--- src/rtl/sar_logic_par.sv ---
// Parametrised SAR controller for the split-capacitor fine DAC. It runs an N-bit binary search
// with a bottom-plate drain phase, a minimum sample time, pending/continuous start and overrun flagging.
module sar_logic_param #(
    parameter int unsigned N_BITS        = 8,
    parameter int unsigned DRAIN_CYCLES  = 2,
    parameter int unsigned SAMPLE_CYCLES = 0
) (
    input  logic                  clk,
    input  logic                  rst,
    input  logic                  cnvst,
    input  logic                  cont,
    input  logic                  ovr_clr,
    input  logic                  cmp_out,
    output logic [N_BITS-1:0]     sar,
    output logic [N_BITS-1:0]     dout,
    output logic                  eoc,
    output logic                  busy,
    output logic                  ovr,
    output logic                  cmp_clk,
    output logic                  s_clk,
    output logic [2*N_BITS-1:0]   fine_btm,
    output logic                  fine_switch_drain,
    output logic                  s_clk_not,
    output logic [2*N_BITS-1:0]   fine_btm_not,
    output logic                  fine_switch_drain_not
);

    localparam int unsigned B_W  = $clog2(N_BITS);
    localparam int unsigned FB_W = 2 * N_BITS;
    localparam int unsigned FI_W = $clog2(FB_W);
    localparam int unsigned DR_W = 4;
    localparam int unsigned SC_W = 8;

    typedef enum logic [1:0] {
        IDLE    = 2'd0,
        DRAIN   = 2'd1,
        COMPRST = 2'd2,
        DECIDE  = 2'd3
    } state_t;

    state_t            state, state_d;
    logic [B_W-1:0]    b, b_d, b_m1;
    logic [DR_W-1:0]   drain, drain_d;
    logic [SC_W-1:0]   samp_cnt, samp_cnt_d;
    logic              pending, pending_d;
    logic [N_BITS-1:0] sar_d, dout_d;
    logic [FB_W-1:0]   fine_btm_d;
    logic              eoc_d, cmp_clk_d, fsd_d, ovr_d;

    assign busy                  = (state != IDLE);
    assign s_clk                 = rst | (state == IDLE);
    assign s_clk_not             = ~s_clk;
    assign fine_btm_not          = ~fine_btm;
    assign fine_switch_drain_not = ~fine_switch_drain;
    assign b_m1                  = b - B_W'(1);

    // State and registered outputs
    always_ff @(posedge clk) begin
        if (rst) begin
            state             <= IDLE;
            sar               <= '0;
            b                 <= '0;
            drain             <= '0;
            samp_cnt          <= SC_W'(SAMPLE_CYCLES);
            pending           <= 1'b0;
            dout              <= '0;
            eoc               <= 1'b0;
            cmp_clk           <= 1'b0;
            fine_btm          <= '0;
            fine_switch_drain <= 1'b0;
            ovr               <= 1'b0;
        end else begin
            state             <= state_d;
            sar               <= sar_d;
            b                 <= b_d;
            drain             <= drain_d;
            samp_cnt          <= samp_cnt_d;
            pending           <= pending_d;
            dout              <= dout_d;
            eoc               <= eoc_d;
            cmp_clk           <= cmp_clk_d;
            fine_btm          <= fine_btm_d;
            fine_switch_drain <= fsd_d;
            ovr               <= ovr_d;
        end
    end

    // Next-state and next-output logic
    always_comb begin
        state_d    = state;
        sar_d      = sar;
        b_d        = b;
        drain_d    = drain;
        samp_cnt_d = samp_cnt;
        pending_d  = pending;
        dout_d     = dout;
        eoc_d      = 1'b0;
        cmp_clk_d  = 1'b0;
        fine_btm_d = fine_btm;
        fsd_d      = fine_switch_drain;
        ovr_d      = ovr;

        // Set has priority over clear
        if (ovr_clr)
            ovr_d = 1'b0;
        if (cnvst && busy)
            ovr_d = 1'b1;

        case (state)
            IDLE: begin
                sar_d      = {1'b1, {(N_BITS-1){1'b0}}};
                b_d        = B_W'(N_BITS - 1);
                drain_d    = DR_W'(DRAIN_CYCLES);
                fine_btm_d = '0;
                fsd_d      = 1'b0;
                if (samp_cnt != '0) begin
                    samp_cnt_d = samp_cnt - SC_W'(1);
                    if (cnvst)
                        pending_d = 1'b1;
                end else if (cnvst || pending || cont) begin
                    state_d   = DRAIN;
                    pending_d = 1'b0;
                end
            end
            DRAIN: begin
                fsd_d = (drain >= DR_W'(2));
                if (drain != '0) begin
                    drain_d = drain - DR_W'(1);
                end else begin
                    state_d    = COMPRST;
                    fine_btm_d = {{N_BITS{1'b1}}, {N_BITS{1'b0}}};
                end
            end
            COMPRST: begin
                state_d   = DECIDE;
                cmp_clk_d = 1'b1;
            end
            DECIDE: begin
                if (!cmp_out) begin
                    sar_d[b]                             = 1'b0;
                    fine_btm_d[FI_W'(b) + FI_W'(N_BITS)] = 1'b0;
                end else begin
                    fine_btm_d[b] = 1'b1;
                end
                if (b != '0) begin
                    sar_d[b_m1] = 1'b1;
                    b_d         = b_m1;
                    state_d     = COMPRST;
                end else begin
                    state_d    = IDLE;
                    eoc_d      = 1'b1;
                    dout_d     = {sar[N_BITS-1:1], cmp_out};
                    samp_cnt_d = SC_W'(SAMPLE_CYCLES);
                end
            end
            default: state_d = IDLE;
        endcase
    end

endmodule

--- config.mk ---
export PLATFORM = sky130hd
export DESIGN_NAME = sar_logic_param
export DESIGN_NICKNAME = d
export VERILOG_FILES = /design/src/rtl/sar_logic_par.sv
export SDC_FILE = /design/constraint.sdc
export NUM_CORES = 1
export LEC_CHECK = 0
export ABC_AREA = 1
export CAP_MARGIN = 20
export CELL_PAD_IN_SITES_DETAIL_PLACEMENT = 1
export CELL_PAD_IN_SITES_GLOBAL_PLACEMENT = 1
export CORE_ASPECT_RATIO = 0.75
export CORE_MARGIN = 2
export CORE_UTILIZATION = 40
export CTS_BUF_LIST = sky130_fd_sc_hd__clkbuf_4 sky130_fd_sc_hd__clkbuf_8
export CTS_CLUSTER_SIZE = 20
export DETAILED_ROUTE_END_ITERATION = 16
export HOLD_SLACK_MARGIN = 0.12
export PLACE_DENSITY_LB_ADDON = 0.12
export SETUP_SLACK_MARGIN = 0.3
export SLEW_MARGIN = 20
export SYNTH_ARGS = -nofsm -noshare
export SYNTH_HDL_FRONTEND = slang
export SYNTH_SLANG_ARGS = --single-unit
--- constraint.sdc ---
create_clock -name clk -period 4 [get_ports clk]
set_clock_uncertainty 0.05 [all_clocks]
set_input_delay 0.8 -clock clk [delete_from_list [all_inputs] [get_ports clk]]
set_output_delay 0.8 -clock clk [all_outputs]
set_load 0.1 [all_outputs]
==> impl_metrics.tcl <==
set metrics [dict create \
    netSwitchingPower_mw 1.551 \
    synthMostInstantiatedCell "sky130_fd_sc_hd__nand2_1" \
    synth_cell_types 37 \
    power.total_mw 2.841 \
    clock_tree_from_tritoncts "built" \
    drt_iter0_drc 82 \
    syn_inst 379 \
    std_cell_rows 26 \
    insertedDiodeCount 0 \
    crit_path_start_kind "flop" \
    top_area_cells_in_the_synthesized_netlist "sky130_fd_sc_hd__dfxtp_1 (39%), sky130_fd_sc_hd__nand2_1 (13%), sky130_fd_sc_hd__a21oi_1 (8.0%)" \
    synth.top_cell.area_share_pct 39.33 \
    final_nets 452 \
    postSynthNetCount 395 \
    worst-setup-path-type "flop to output port" \
    clock_power_share_pct 13.6 \
    via_per_inst 5.113 \
    die_h_um 75.79 \
    routed_wire_length_um 7600 \
    hold_viol 0 \
    synth-seq-cells 54 \
    post-cts-setup-buffers 0 \
    io_buffers 61 \
    yosys_warnings 0 \
    synth_top_flop_cell "sky130_fd_sc_hd__dfxtp_1" \
    drc_errors 0 \
    worst-path-buf-inv 1 \
    placeableCoreArea_um2 6734 \
    chipWidth_um 99.73 \
    cts_h_tree_depth 2 \
    setup-violations-final 0 \
    hold_path.class "flop to flop" \
    pwr-share-seq_pct 26.2 \
    maxClockFrequency_mhz 361.7 \
    period_utilization_pct 69.12 \
    cellInternalPower_mw 1.290 \
    path_clk_slew_ns 0.11 \
    worst_pin_slew_ns 0.9860 \
    utilization_pct 52.47 \
    fp.dieArea_um2 7558 \
    crit_required_ns 3.15 \
    clock_insertion_delay_worst_skew_ns 0.32 \
    num_io_pins 62 \
    detailedPlacementHpwl_um 5701 \
    detail_route.first_pass.iterations 4 \
    unrepaired_setup_endpoints_after_global_routing "false" \
    post_route_cells_drive_above_1_share_pct 8.924 \
    final_worst_path_period_need_ns 2.765 \
    cts_buffer_depth 2 \
    initial_core_util_pct 40.82 \
    critical_path.endpoint_type "output port" \
    grt_first_pass_wirelength_um 12310 \
    synth_top_cells_by_count "sky130_fd_sc_hd__nand2_1 (95), sky130_fd_sc_hd__dfxtp_1 (54), sky130_fd_sc_hd__inv_1 (45)" \
    cpLargestDelayFamily "buffers and inverters" \
    hold_buffers 0 \
    timing.final.max_slew_violations 0 \
    relSlewSlack_pct 34.06 \
    gpl.final_weighted_congestion 0.8238 \
    slowest_delay_ns 1.17 \
    power_density_nw_per_um2 803.9 \
    track_usage_pct 20.54 \
    cts_buffers 5 \
    vdd.ir_drop.worst_mv 0.3933 \
    comb_power_share_pct 60.3 \
    cap_violations 0 \
    crit_slowest_cell "sky130_fd_sc_hd__clkdlybuf4s50_1" \
    global_route.overflow_total 0 \
    finalSetupTns_ns 0 \
    synth-edff-count 0 \
    synth_area_leader_cell "sky130_fd_sc_hd__dfxtp_1" \
    antenna_left 0 \
    cts_root_buffer "sky130_fd_sc_hd__clkbuf_8" \
    via_count 2664 \
    maximum_number_of_pins_on_one_net_before_global_route_repair 36 \
    wl_per_cell_um 14.59 \
    syn_to_final_growth_pct 28.54 \
    switching_share_pct 54.59 \
    p_leak_nw 1.455 \
    critical_path_arrival_ns 1.91 \
    netlist_area_um2 2749 \
    cts_repair_resize_count 0 \
    async_flop_share_pct 0 \
    maximum_fanout_along_the_worst_path 4 \
    synth_area_per_cell_um2 7.253 \
    antenna_found_initial 0 \
    status "complete, no violations" \
    first_global_vias 2532 \
    clock_sinks 54 \
    crit_chain "clkdlybuf4s50_1" \
    share_of_synthesized_area_occupied_by_flip_flops_and_latches_pct 39.33 \
]
-- cell usage in the layout (no fill, tap or decap), types with 2 or more instances in the layout --
cell type,n
sky130_fd_sc_hd__nand2_1,95
sky130_fd_sc_hd__clkdlybuf4s50_1,58
sky130_fd_sc_hd__dfxtp_1,54
sky130_fd_sc_hd__inv_1,45
sky130_fd_sc_hd__a21oi_1,44
sky130_fd_sc_hd__nand3_1,26
sky130_fd_sc_hd__nor2_1,21
sky130_fd_sc_hd__nand4_1,14
sky130_fd_sc_hd__ha_1,10
sky130_fd_sc_hd__inv_2,8
sky130_fd_sc_hd__o21ai_0,7
sky130_fd_sc_hd__nand2_4,5
sky130_fd_sc_hd__o21ai_1,5
sky130_fd_sc_hd__nor3_1,5
sky130_fd_sc_hd__clkbuf_8,5
sky130_fd_sc_hd__nor2_2,4
sky130_fd_sc_hd__o211ai_1,4
sky130_fd_sc_hd__inv_4,2
sky130_fd_sc_hd__xnor2_1,2
sky130_fd_sc_hd__buf_12,2
sky130_fd_sc_hd__buf_4,2
-- stage by stage --
step	area, µm²	hold WS (ns)	instances	setup slack, ns
after floorplan	2751	0.3761	379	0.6284
after global placement	3420	0.3942	513	1.432
after detailed placement	3420	0.3950	513	1.426
after CTS	3533	0.4096	521	1.231
after global routing	3533	0.4604	521	1.189
final	3533	0.4102	521	1.235
-- registers in the layout (all words and copies together) (netlist names), 2 cells and up --
register  count
samp_cnt      8
drain         4
fine_btm     16
b             3
sar           8
state         2
dout          8
-- routing by layer --
metal  wire length, µm  global-route usage (%)  vias to the layer above  share of wire [%]
met3               268                   3.578                        8                3.5
li1                  -                       -                     1345                  -
met5                 0                       0                        -                  0
met1              3959                   29.23                     1259                 52
met4                87                   5.327                        0                1.1
met2              3285                   32.66                       52                 43
-- power groups by stage --
| stage | Clock [mW] | Sequential, mW | Combinational, mW |
|---|---|---|---|
| after floorplan | 0 | 0.933 | 1.14 |
| after global placement | 0 | 0.748 | 1.67 |
| after detailed placement | 0 | 0.756 | 1.70 |
| after CTS | 0.394 | 0.744 | 1.71 |
| after global routing | 0.410 | 0.761 | 1.86 |
| final | 0.385 | 0.743 | 1.71 |
-- cell type report --
cell class	count	area [µm²]
Clock inverter	2	37.54
Sequential cell	54	1081
Tap cell	84	105.1
Inverter	56	216.5
Multi-Input combinational cell	257	1381
Fill cell	861	3201
Timing Repair Buffer	62	635.6
Clock buffer	6	76.32
-- path summary, 6_finish.rpt --
kind                  from     endpoint  slack (ns)  cells past startpoint
hold reg to reg   drain[0]     drain[0]        0.41                      1
setup reg to reg  state[1]  fine_btm[8]        1.93                      7
setup / recovery    sar[5]       sar[5]        1.24                      1
hold / removal    drain[0]     drain[0]        0.41                      1
-- cells by family (layout without fill, tap and decap cells) --
group	count (synthesis)	after routing	share of synthesized area, %
AO/OA/AOI/OAI	68	68	14.11
adder cells (fa/ha/maj)	10	10	4.552
buffers and inverters	68	126	10.51
AND/OR/NAND/NOR	175	175	29.95
flip-flops	54	54	39.33
XOR/XNOR	4	4	1.548
No activity file was read; power rests on OpenSTA's default activity.
==> edit (same settings) <==
Encoding of `state_t`: now Gray code (2 bits for 4 states).
--- a/src/rtl/sar_logic_par.sv
+++ b/src/rtl/sar_logic_par.sv
@@ -32,10 +32,10 @@
     localparam int unsigned SC_W = 8;
 
     typedef enum logic [1:0] {
-        IDLE    = 2'd0,
-        DRAIN   = 2'd1,
-        COMPRST = 2'd2,
-        DECIDE  = 2'd3
+        IDLE    = 2'b00,
+        DRAIN   = 2'b01,
+        COMPRST = 2'b11,
+        DECIDE  = 2'b10
     } state_t;
 
     state_t            state, state_d;
Behaviour: no difference found for any inputs over 10 cycles, from zero or initial values and one cycle with rst high; not proved beyond that.
==> edit against the original RTL <==
- critical path depth unchanged
- cell area shrank 0.39%
- sequential cell count stayed put
- worst setup slack better by 0.035 ns
- core utilization barely moved
- combinational power is 18% lower
- register-to-register slack got worse by 0.40 ns
- area after synthesis decreased by 0.86%
- global-route usage rose by 0.39 points
- hold slack better by 0.011 ns
- power down 12%
- routed wire length up 2.2%
==> edit: results (changes against the original RTL) <==
status completed (unchanged); Post-synth top cells nand2_1 (94), inv_1 (55), dfxtp_1 (54) (was nand2_1 (95), dfxtp_1 (54), inv_1 (45)); top cells by area, synth dfxtp_1 (40%), nand2_1 (13%), inv_1 (7.6%) (was dfxtp_1 (39%), nand2_1 (13%), a21oi_1 (8.0%)); clock latency on the worst-skew pair 0.31 ns; post-synthesis sequential area ratio 0.397 (was 0.393); 1st-iter DRT viols 77 (was 82); DP HPWL 5730 um (was 5700 um); first-pass GRT wire length 12500 um (was 12300 um); GR Util All Layers 0.209 (was 0.205); Internal 1200 uW (was 1290 uW); Vias 2674 (was 2664); most flop-heavy register fine_btm (unchanged); Inst Count DP 521 (was 513); post_cts resized 0 (unchanged); Critical Path AT 1.88 ns (was 1.91 ns); leakage 0.00150 uW (was 0.00146 uW); Fillers 874 (was 861); number of global-route vias before repair 2606 (was 2532); critical path's top delay family buffers and inverters (unchanged); gpl congestion 0.781 (was 0.824); Syn Nets 401 (was 395); largest net degree at the start of global routing 39 (was 36); worst ir drop on vdd 0.000234 V (was 0.000393 V); Syn Area/Cell 7.08 sq um (was 7.25 sq um); ratio of cells with drive above 1 in the final layout 0.0787 (was 0.0892); final wirelength 7770 um (was 7600 um); Non-Filler Instances 529 (was 521); worst hold path type reg -> reg (unchanged); Distinct cells, synth 35 (was 37); warnings from Yosys 0 (unchanged); GR Layer Usage met2 0.362 (was 0.327); GRT met1 Usage 0.281 (was 0.292); nets@finish 460 (was 452); met3 Usage GRT 0.0394 (was 0.0358); Rel. slew slack 0.337 (was 0.341)
edit: cell count changes after synthesis, sizes merged, moves of 2 or more:
cell and delta:
nor2 +23, a21oi -14, nand4 -11, a22oi +8
inv +7, o211ai -5, buf -4, o21ai +4
nand2 -3, clkbuf +2
edit: logic make-up after synthesis:
logic type	count (synthesis)	synth area share
and+or+nand+nor	184	0.299
buffers and inverters	72	0.109
AOI/OAI and AO/OA	62	0.137
DFF	54	0.397
adders and majority gates	10	0.0459
xor gates and xnor gates	3	0.0124
edit: power by group through the flow:
stage	Clock [uW]	Sequential [uW]	Combinational, uW
after global routing	412	734	1550
final	380	720	1400
after global placement	0	729	1360
after CTS	392	720	1410
after detailed placement	0	732	1400
after floorplan	0	859	971
edit: layout make-up:
class | count | area (sq um) | area share
well taps | 84 | 105 | 0.0299
clock inverters | 3 | 43.8 | 0.0124
inverters | 62 | 235 | 0.0668
repair buffers | 62 | 636 | 0.181
multi-input cells | 259 | 1350 | 0.384
clock buffers | 5 | 68.8 | 0.0196
flip-flops and latches | 54 | 1080 | 0.307
edit: per-layer routing:
metal | up-vias | wire (um)
met5 | - | 0
met4 | 0 | 47
met2 | 55 | 3600
met3 | 5 | 331
met1 | 1276 | 3790
li1 | 1338 | -
edit: path summary, 6_finish.rpt:
| kind | start | end | slack (ns) | cells past startpoint |
|---|---|---|---|---|
| setup / recovery | fine_btm[8] | fine_btm[8] | 1.27 | 1 |
| hold / removal | ovr | ovr | 0.42 | 2 |
| setup reg to reg | state[0] | samp_cnt[4] | 1.53 | 8 |
| hold reg to reg | ovr | ovr | 0.42 | 2 |
edit: metrics by stage:
stage	power [uW]	setup slack [ns]	area (sq um)	hold slack, ns	util
after floorplan	1830	0.820	2730	0.394	-
after global placement	2090	1.48	3410	0.407	0.508
after detailed placement	2130	1.44	3410	0.410	0.508
after CTS	2520	1.25	3520	0.428	0.525
after global routing	2700	1.20	3520	0.458	0.525
final	2500	1.27	3520	0.421	0.525
